[src/rtl/bcrypt_core_arbiter_pkg.sv]
// Shared definitions for the bcrypt core arbiter: FSM encodings, byte-lane
// geometry and the lane strobe helper.
package bcrypt_core_arbiter_pkg;

  localparam int LANE_W  = 2;
  localparam int N_LANES = 4;

  localparam logic IN_TYPE_INIT  = 1'b0;
  localparam logic IN_TYPE_CRYPT = 1'b1;

  typedef enum logic [1:0] {
    IN_IDLE,
    IN_WAIT_INIT,
    IN_WAIT_CRYPT,
    IN_XFER
  } in_state_e;

  typedef enum logic [1:0] {
    OUT_IDLE,
    OUT_RD,
    OUT_SYNC,
    OUT_SHIFT
  } out_state_e;

  function automatic logic [N_LANES-1:0] lane_onehot(input logic [LANE_W-1:0] lane);
    return N_LANES'(1) << lane;
  endfunction

endpackage

[src/rtl/rr_select.sv]
// Round-robin pick: first requester at or after ptr_i, wrapping N-1 -> 0.
module rr_select #(
  parameter int N  = 4,
  parameter int PW = $clog2(N)
) (
  input  logic [N-1:0]  req_i,
  input  logic [PW-1:0] ptr_i,
  output logic [PW-1:0] gnt_o,
  output logic          vld_o
);

  logic [PW:0] idx;

  // Walk from the farthest candidate back to ptr so the closest hit wins.
  always_comb begin
    gnt_o = '0;
    vld_o = 1'b0;
    idx   = '0;
    for (int i = N - 1; i >= 0; i--) begin
      idx = {1'b0, ptr_i} + (PW+1)'(i);
      if (idx >= (PW+1)'(N)) idx = idx - (PW+1)'(N);
      if (req_i[idx[PW-1:0]]) begin
        gnt_o = idx[PW-1:0];
        vld_o = 1'b1;
      end
    end
  end

endmodule

[src/rtl/bcrypt_core_arbiter.sv]
// Distributes init/crypt packets to a bank of bcrypt cores and serialises
// their result bitstreams back into bytes; input and output sides run independently.
module bcrypt_core_arbiter
  import bcrypt_core_arbiter_pkg::*;
#(
  parameter int N_CORES   = 4,
  parameter int OUT_NBITS = 288
) (
  input  logic                       CLK,
  input  logic                       RST_N,
  input  logic [7:0]                 in_data,
  input  logic                       in_valid,
  input  logic                       in_type,
  input  logic                       in_last,
  output logic                       in_ready,
  output logic [7:0]                 core_din,
  output logic [N_LANES*N_CORES-1:0] core_byte_wr_en,
  output logic                       core_start,
  input  logic [N_CORES-1:0]         core_init_ready,
  input  logic [N_CORES-1:0]         core_crypt_ready,
  input  logic [N_CORES-1:0]         core_empty,
  output logic [N_CORES-1:0]         core_rd_en,
  input  logic [N_CORES-1:0]         core_dout,
  output logic [7:0]                 out_data,
  output logic                       out_valid
);

  localparam int PW = $clog2(N_CORES);
  localparam int CW = $clog2(OUT_NBITS + 1);

  function automatic logic [PW-1:0] ptr_next(input logic [PW-1:0] g);
    return (g == PW'(N_CORES - 1)) ? '0 : g + 1'b1;
  endfunction

  // ---------------- input side ----------------
  in_state_e                    in_st_q;
  logic [N_CORES-1:0]           tgt_q;
  logic [PW-1:0]                in_ptr_q;
  logic [LANE_W-1:0]            lane_q;
  logic                         first_q;
  logic                         in_ready_q;
  logic [7:0]                   din_q;
  logic [N_LANES*N_CORES-1:0]   wr_en_q, wr_en_d;
  logic                         start_q;
  logic [PW-1:0]                in_gnt;
  logic                         in_gnt_vld;

  rr_select #(.N(N_CORES), .PW(PW)) u_in_rr (
    .req_i (core_crypt_ready),
    .ptr_i (in_ptr_q),
    .gnt_o (in_gnt),
    .vld_o (in_gnt_vld)
  );

  always_comb begin
    wr_en_d = '0;
    for (int i = 0; i < N_CORES; i++)
      wr_en_d[i*N_LANES +: N_LANES] = tgt_q[i] ? lane_onehot(lane_q) : '0;
  end

  always_ff @(posedge CLK or negedge RST_N) begin
    if (!RST_N) begin
      in_st_q    <= IN_IDLE;
      tgt_q      <= '0;
      in_ptr_q   <= '0;
      lane_q     <= '0;
      first_q    <= 1'b0;
      in_ready_q <= 1'b0;
      din_q      <= '0;
      wr_en_q    <= '0;
      start_q    <= 1'b0;
    end else begin
      wr_en_q <= '0;
      start_q <= 1'b0;
      case (in_st_q)
        IN_IDLE: begin
          // The first byte stays on the bus until a target is chosen.
          if (in_valid)
            in_st_q <= (in_type == IN_TYPE_CRYPT) ? IN_WAIT_CRYPT : IN_WAIT_INIT;
        end
        IN_WAIT_INIT: begin
          if (&core_init_ready) begin
            tgt_q      <= '1;
            lane_q     <= '0;
            first_q    <= 1'b1;
            in_ready_q <= 1'b1;
            in_st_q    <= IN_XFER;
          end
        end
        IN_WAIT_CRYPT: begin
          if (in_gnt_vld) begin
            tgt_q      <= N_CORES'(1) << in_gnt;
            in_ptr_q   <= ptr_next(in_gnt);
            lane_q     <= '0;
            first_q    <= 1'b1;
            in_ready_q <= 1'b1;
            in_st_q    <= IN_XFER;
          end
        end
        IN_XFER: begin
          if (in_valid) begin
            din_q   <= in_data;
            wr_en_q <= wr_en_d;
            start_q <= first_q;
            first_q <= 1'b0;
            lane_q  <= lane_q + 1'b1;
            if (in_last) begin
              lane_q     <= '0;
              in_ready_q <= 1'b0;
              in_st_q    <= IN_IDLE;
            end
          end
        end
        default: in_st_q <= IN_IDLE;
      endcase
    end
  end

  assign in_ready        = in_ready_q;
  assign core_din        = din_q;
  assign core_byte_wr_en = wr_en_q;
  assign core_start      = start_q;

  // ---------------- output side ----------------
  out_state_e         out_st_q;
  logic [PW-1:0]      out_ptr_q;
  logic [PW-1:0]      sel_q;
  logic [N_CORES-1:0] rd_en_q;
  logic [CW-1:0]      bit_cnt_q;
  logic [7:0]         sh_q;
  logic [7:0]         out_data_q;
  logic               out_valid_q;
  logic [PW-1:0]      out_gnt;
  logic               out_gnt_vld;
  logic               sbit;

  rr_select #(.N(N_CORES), .PW(PW)) u_out_rr (
    .req_i (~core_empty),
    .ptr_i (out_ptr_q),
    .gnt_o (out_gnt),
    .vld_o (out_gnt_vld)
  );

  assign sbit = core_dout[sel_q];

  always_ff @(posedge CLK or negedge RST_N) begin
    if (!RST_N) begin
      out_st_q    <= OUT_IDLE;
      out_ptr_q   <= '0;
      sel_q       <= '0;
      rd_en_q     <= '0;
      bit_cnt_q   <= '0;
      sh_q        <= '0;
      out_data_q  <= '0;
      out_valid_q <= 1'b0;
    end else begin
      rd_en_q     <= '0;
      out_valid_q <= 1'b0;
      case (out_st_q)
        OUT_IDLE: begin
          if (out_gnt_vld) begin
            sel_q     <= out_gnt;
            rd_en_q   <= N_CORES'(1) << out_gnt;
            out_ptr_q <= ptr_next(out_gnt);
            out_st_q  <= OUT_RD;
          end
        end
        OUT_RD: out_st_q <= OUT_SYNC;
        OUT_SYNC: begin
          if (sbit) begin
            bit_cnt_q <= '0;
            out_st_q  <= OUT_SHIFT;
          end
        end
        OUT_SHIFT: begin
          // Bits arrive LSB first; the shifter fills from the top.
          sh_q      <= {sbit, sh_q[7:1]};
          bit_cnt_q <= bit_cnt_q + 1'b1;
          if (bit_cnt_q[2:0] == 3'd7) begin
            out_data_q  <= {sbit, sh_q[7:1]};
            out_valid_q <= 1'b1;
          end
          if (bit_cnt_q == CW'(OUT_NBITS - 1)) out_st_q <= OUT_IDLE;
        end
        default: out_st_q <= OUT_IDLE;
      endcase
    end
  end

  assign core_rd_en = rd_en_q;
  assign out_data   = out_data_q;
  assign out_valid  = out_valid_q;

endmodule
[config.mk]
export PLATFORM = sky130hd
export DESIGN_NAME = bcrypt_core_arbiter
export DESIGN_NICKNAME = d
export VERILOG_FILES = /design/src/rtl/bcrypt_core_arbiter_pkg.sv /design/src/rtl/rr_select.sv /design/src/rtl/bcrypt_core_arbiter.sv
export SDC_FILE = /design/constraint.sdc
export NUM_CORES = 1
export LEC_CHECK = 0
export CAP_MARGIN = 10
export CORE_MARGIN = 4
export CORE_UTILIZATION = 45
export DETAILED_ROUTE_END_ITERATION = 10
export PLACE_DENSITY = 0.82
export SLEW_MARGIN = 40
export SYNTH_ARGS = -nofsm -noshare
export SYNTH_HDL_FRONTEND = slang
export SYNTH_SLANG_ARGS = --single-unit
[constraint.sdc]
create_clock -name CLK -period 2.3 [get_ports CLK]
set_input_delay 0.345 -clock CLK [delete_from_list [all_inputs] [get_ports CLK]]
set_output_delay 0.345 -clock CLK [all_outputs]
set_load 0.1 [all_outputs]
Word-level counts from Yosys, hierarchy flattened
Cells that the tools add are included.
Widths: inputs -> output; s select.
{"block": "word_totals", "output_inout_bits": 39, "regBits": 73}
{"block": "op_classes", "n_eq_ne": 18, "addsub": 18, "reduce_logical": 16, "bitwise_logic": 1, "n_mux": 84, "n_lt_le_gt_ge": 17, "n_shift": 3}
{"cell": "$mux 2", "n": 31}
{"cell": "$mux 16", "n": 2}
{"cell": "$mux 4", "n": 8}
{"cell": "$lt 2x3->1 const B", "n": 9}
{"cell": "$mux 1", "n": 26}
{"cell": "$bmux 1 s2", "n": 9}
{"cell": "$ge 3x3->1 const B", "n": 6}
{"cell": "$pmux 9 s2", "n": 1}
{"cell": "$ne 2x2->1 const B", "n": 8}
{"cell": "$pmux 2 s4", "n": 2}
{"cell": "$sub 2x1->2 const B", "n": 8}
{"cell": "$add 2x2->3 const B", "n": 4}
{"cell": "$eq 2x2->1 const B", "n": 6}
{"cell": "$shl 1x2->4 const A", "n": 3}
{"cell": "$reduce_and 2->1", "n": 5}
{"cell": "$reduce_and 5->1", "n": 2}
{"cell": "$add 9x1->9 const B", "n": 1}
{"cell": "$eq 9x9->1 const B", "n": 1}
{"cell": "$mux 9", "n": 1}
{"cell": "$pmux 4 s2", "n": 1}
{"cell": "$reduce_and 4->1", "n": 2}
{"cell": "$add 2x1->2 const B", "n": 3}
{"cell": "$add 2x1->3 const B", "n": 2}
{"cell": "$ge 2x3->1 const B", "n": 2}
{"cell": "9 further kinds", "n": 14}

Longest topological paths before layout
{"block": "depth", "depth_word": 12, "mapped_depth": 7, "ltp_nobuf": 7}

Modules after synthesis
From an unflattened synthesis, not the netlist that was laid out.
{"block": "hier_totals", "hier_cells": 279, "hier_area_um2": 3355.7}
{"mod": "bcrypt_core_arbiter", "instances": 1, "seq_area_each_um2": 1801.7, "cells_each": 253, "area_each_um2": 3200.6}
{"mod": "rr_select", "instances": 2, "seq_area_each_um2": 0.0, "cells_each": 13, "area_each_um2": 77.6}

Worst setup path after synthesis
No wires, ideal clock.
{"block": "synth_timing", "path_type": "register to register", "startpoint": "register in_st_q[0]", "endpoint": "register din_q[5], in the netlist core_din[5]", "n_path_buf": 2, "stages_incl_launch_ff": 6, "path_slack_ns": 0.577, "required_time_ns": 2.175, "t_arrival_ns": 1.598, "path_cell_list": "dfrtp_1 > ha_1 > and2_1 > clkbuf_1 > clkbuf_1 > mux2_2"}
{"block": "synth_via", "elab_chain_len": 2}
{"item": "start, declared", "line": "bcrypt_core_arbiter.sv:36", "rtl": "in_state_e in_st_q;"}
{"item": "start signal, assigned", "line": "bcrypt_core_arbiter.sv:79", "rtl": "in_st_q <= (in_type == IN_TYPE_CRYPT) ? IN_WAIT_CRYPT : IN_WAIT_INIT;"}
{"item": "$eq 2x2->1", "line": "bcrypt_core_arbiter.sv:75", "rtl": "case (in_st_q)"}
{"item": "$reduce_and 2->1 (no source line)"}
{"item": "end signal, assigned", "line": "bcrypt_core_arbiter.sv:102", "rtl": "din_q <= in_data;"}
{"item": "end, declared", "line": "bcrypt_core_arbiter.sv:42", "rtl": "logic [7:0] din_q;"}
No other way between the ends.
A chain may end at the register's enable or synchronous reset.

Worst setup path in the final report
{"block": "layout_timing", "startpoint": "input port core_empty[0]", "endpoint": "register rd_en_q[0], in the netlist core_rd_en[0]"}
{"block": "layout_via", "elab_chain_len": 10, "word_cells_on_any_way": 20, "classes_between": "shift (1); mux (18); bitwise (1)"}
{"item": "start, declared", "line": "bcrypt_core_arbiter.sv:21", "rtl": "input logic [N_CORES-1:0] core_empty,"}
{"item": "$not 4->4 (*)", "line": "bcrypt_core_arbiter.sv:138", "rtl": ".req_i (~core_empty),"}
{"item": "$bmux 1 s2", "line": "rr_select.sv:22", "rtl": "if (req_i[idx[PW-1:0]]) begin"}
{"item": "$mux 1 (implied by the code)", "line": "rr_select.sv:22"}
{"item": "$mux 2 (3 in a row)", "line": "rr_select.sv:22"}
{"item": "$mux 2 (*)", "line": "rr_select.sv:22"}
{"item": "named net out_gnt[0]", "line": "bcrypt_core_arbiter.sv:133", "rtl": "logic [PW-1:0] out_gnt;"}
{"item": "$shl 1x2->4 (*)", "line": "bcrypt_core_arbiter.sv:163", "rtl": "rd_en_q <= N_CORES'(1) << out_gnt;"}
{"item": "$mux 4 (*)", "line": "bcrypt_core_arbiter.sv:161", "rtl": "if (out_gnt_vld) begin"}
{"item": "$mux 4 (*)", "line": "bcrypt_core_arbiter.sv:159", "rtl": "case (out_st_q)"}
{"item": "end signal, assigned", "line": "bcrypt_core_arbiter.sv:163"}
{"item": "end, declared", "line": "bcrypt_core_arbiter.sv:128", "rtl": "logic [N_CORES-1:0] rd_en_q;"}
The timed path passes the listed nets; every way through them passes the cells marked *. The select of a mux whose other input is x is not followed.

==> results_dict.tcl <==
set metrics [dict create \
    ctsResizeCount 0 \
    async_reset_ff_share_pct 100 \
    tns_ps 0 \
    core_mm2 0.00729 \
    post-cts-setup-buffers 0 \
    status "complete, no violations" \
    layout_common_cells "dfrtp_1, buf_4, clkdlybuf4s50_1, nand2_1, mux2_2" \
    final.setup.worst_slack_ps 447 \
    fp.dieArea_mm2 0.00896 \
    nNetsFinal 412 \
    slowest_delay_ps 540 \
    p_per_area_mw_per_mm2 1420 \
    slowest_stage "clkdlybuf4s50_1" \
    ant_nets 0 \
    synth_edf_count 0 \
    ys_ff_latch 72 \
    p_int_uw 3100 \
    via_count 2363 \
    multi_input_area_mm2 0.00147 \
    antenna_cells 0 \
    die_width_um 94.7 \
    routedWlPerCell_um 14.0 \
    setup_violations 0 \
    clockPowerShare_pct 14.0 \
    final_common_cell "dfrtp_1" \
    port_buffers 67 \
    fmax_mhz 540 \
    synthFlopType "dfrtp_1" \
    syn_area_mm2 0.00338 \
    clock_sinks 72 \
    cp-end-kind "flop" \
    dr.pass1.iters 5 \
    fin_skew_ps 6.15 \
    start_util_pct 46.3 \
    rr_worst_depth 4 \
    reg2reg_from "bit_cnt_q[6]$_DFFE_PN0P_" \
    root_buffer "clkbuf_8" \
    layout_min_cycle_time_ps 1850 \
    placed_area_mm2 0.00409 \
    critPathMaxFanout 5 \
    worst-setup-path-type "in -> reg" \
    insertion_delay_ps 340 \
    wl_mm 6.53 \
    pwr-share-seq_pct 32.9 \
    max_slew_margin_pct 60.7 \
    htreeDepth 3 \
    swShare_pct 48.8 \
    r2r_end "out_st_q[1]$_DFFE_PN0P_" \
    pre_cts_ws_ps 134 \
    die_y_um 94.7 \
    cp-startpoint "core_empty[0]" \
    clk_path_buf_depth 2 \
    worst_slew_pin_slew_ps 590 \
    ff_latch_area_mm2 0.00180 \
    cts_buffers 9 \
    finalHoldViolCount 0 \
    grt_pass1_wl_mm 11.1 \
    n_fill_cell 619 \
    grt_antenna_before_repair 0 \
    ir_drop_mv 0.850 \
    yosysSeqAreaShare_pct 53.3 \
    fin_crit_sh_pct 80.5 \
    gp_congestion 0.766 \
    arrival_ps 2080 \
    hpwl_mm 4.89 \
    cts_tree "yes" \
    syn_area_per_cell_um2 11.9 \
    slew_violations 0 \
    stdcell_area_mm2 0.00427 \
    grt_max_degree 37 \
    required_ps 2530 \
    drtIter0Drc 61 \
    ctsHoldBuffers 1 \
    fin_util_pct 58.5 \
    holdWs_ps 451 \
    syn-num-nets 335 \
    yosysUniqueCellTypes 41 \
    grt_overflow 0 \
    pin_count 68 \
    rows 31 \
    rsz0062_at_grt "no" \
    netlist_instances 284 \
    hp-class "in -> async" \
    reg2reg_slack_ps 470 \
    drive_gt1_share_pct 24.0 \
    first_global_vias 2425 \
    power_switching_uw 2960 \
    drv_cap 0 \
    startpoint_type "primary input" \
    leakage_uw 0.00213 \
    yosys_warnings 0 \
    drc 0 \
    via_per_inst 5.08 \
    grt_util_all_layers_pct 16.0 \
    clk_pin_slew_ps 80 \
    area_growth_pct 26.2 \
    p_comb_share_pct 53.1 \
    cp_cell_sequence "clkdlybuf4s50_1, and3b_1, a221oi_1, inv_1, ha_1, and3_1" \
]
power groups by stage:
stage	Clock [uW]	Combinational [uW]	Sequential, uW
finish	850	3220	1990
global route	945	3480	2060
floorplan	0	1290	3210
detailed placement	0	3230	2010
global placement	0	3150	1980
CTS	889	3250	1990
worst max path at each step:
stage,end,depth (start not counted)
after floorplan,core_din[5]$_DFFE_PN0P_,5
after global placement,core_rd_en[0]$_DFF_PN0_,6
after detailed placement,core_rd_en[0]$_DFF_PN0_,6
after CTS,core_rd_en[0]$_DFF_PN0_,6
after global routing,tgt_q[1]$_DFFE_PN0P_,6
final,core_rd_en[0]$_DFF_PN0_,6
Yosys cell counts, drive strengths merged, types with 2 or more instances:
master  count  area [um2]
a211oi      3        27.5
a21oi      13        65.1
a22o        4        35.0
a41oi       4        35.0
and2        3        18.8
and3       23         145
clkbuf      5        18.8
dfrtp      72        1800
ha         22         275
inv        18        67.6
mux2       26         293
mux2i      15         150
nand2      25        93.8
nand2b      8        50.1
nand3       3        15.0
nand3b      3        22.5
nand4       4        25.0
nor2        7        26.3
nor2b       2        12.5
o21a        4        30.0
o21ai       3        15.0
o22a        2        17.5
per-layer routing:
metal	GRT usage, %	vias to the layer above	wire [um]	part of all wire [%]
li1	-	1148	-	-
met1	19.5	1157	2850	44
met2	26.8	52	3220	49
met4	5.41	0	75	1.1
met5	0	-	0	0
met3	5.10	6	384	5.9
state kept, by name (all words and copies together) (netlist names), 2 cells and up:
signal           flops
bit_cnt_q            9
core_byte_wr_en     16
core_din             8
core_rd_en           4
in_ptr_q             2
in_st_q              2
lane_q               2
out_data             8
out_ptr_q            2
out_st_q             2
sel_q                2
sh_q                 7
tgt_q                4
layout make-up:
type,instances,area share [%]
flip-flops and latches,72,42.2
repair buffers,72,14.5
inverters,19,1.99
multi-input cells,187,34.5
clock buffers,11,3.08
well taps,99,2.90
clock inverters,5,0.792
worst max-delay path: cells and delay by family:
family                   cells  cell delay [ps]
AND/OR/NAND/NOR              2              330
AO/OA/AOI/OAI                1              480
adder cells (fa/ha/maj)      1              230
buffers and inverters        2              690
cell families after synthesis:
logic type / synth area share, %
buf+inv: 3.18
mux: 13.8
simple gates: 13.1
flops: 53.3
fa+ha+maj: 8.15
compound gates: 8.44
through the flow:
stage                     power [uW]  std cells
after floorplan                 4500        284
after global placement          5130        448
after detailed placement        5250        448
after CTS                       6130        465
after global routing            6480        465
final                           6060        465
No activity file was read; power rests on OpenSTA's default activity.
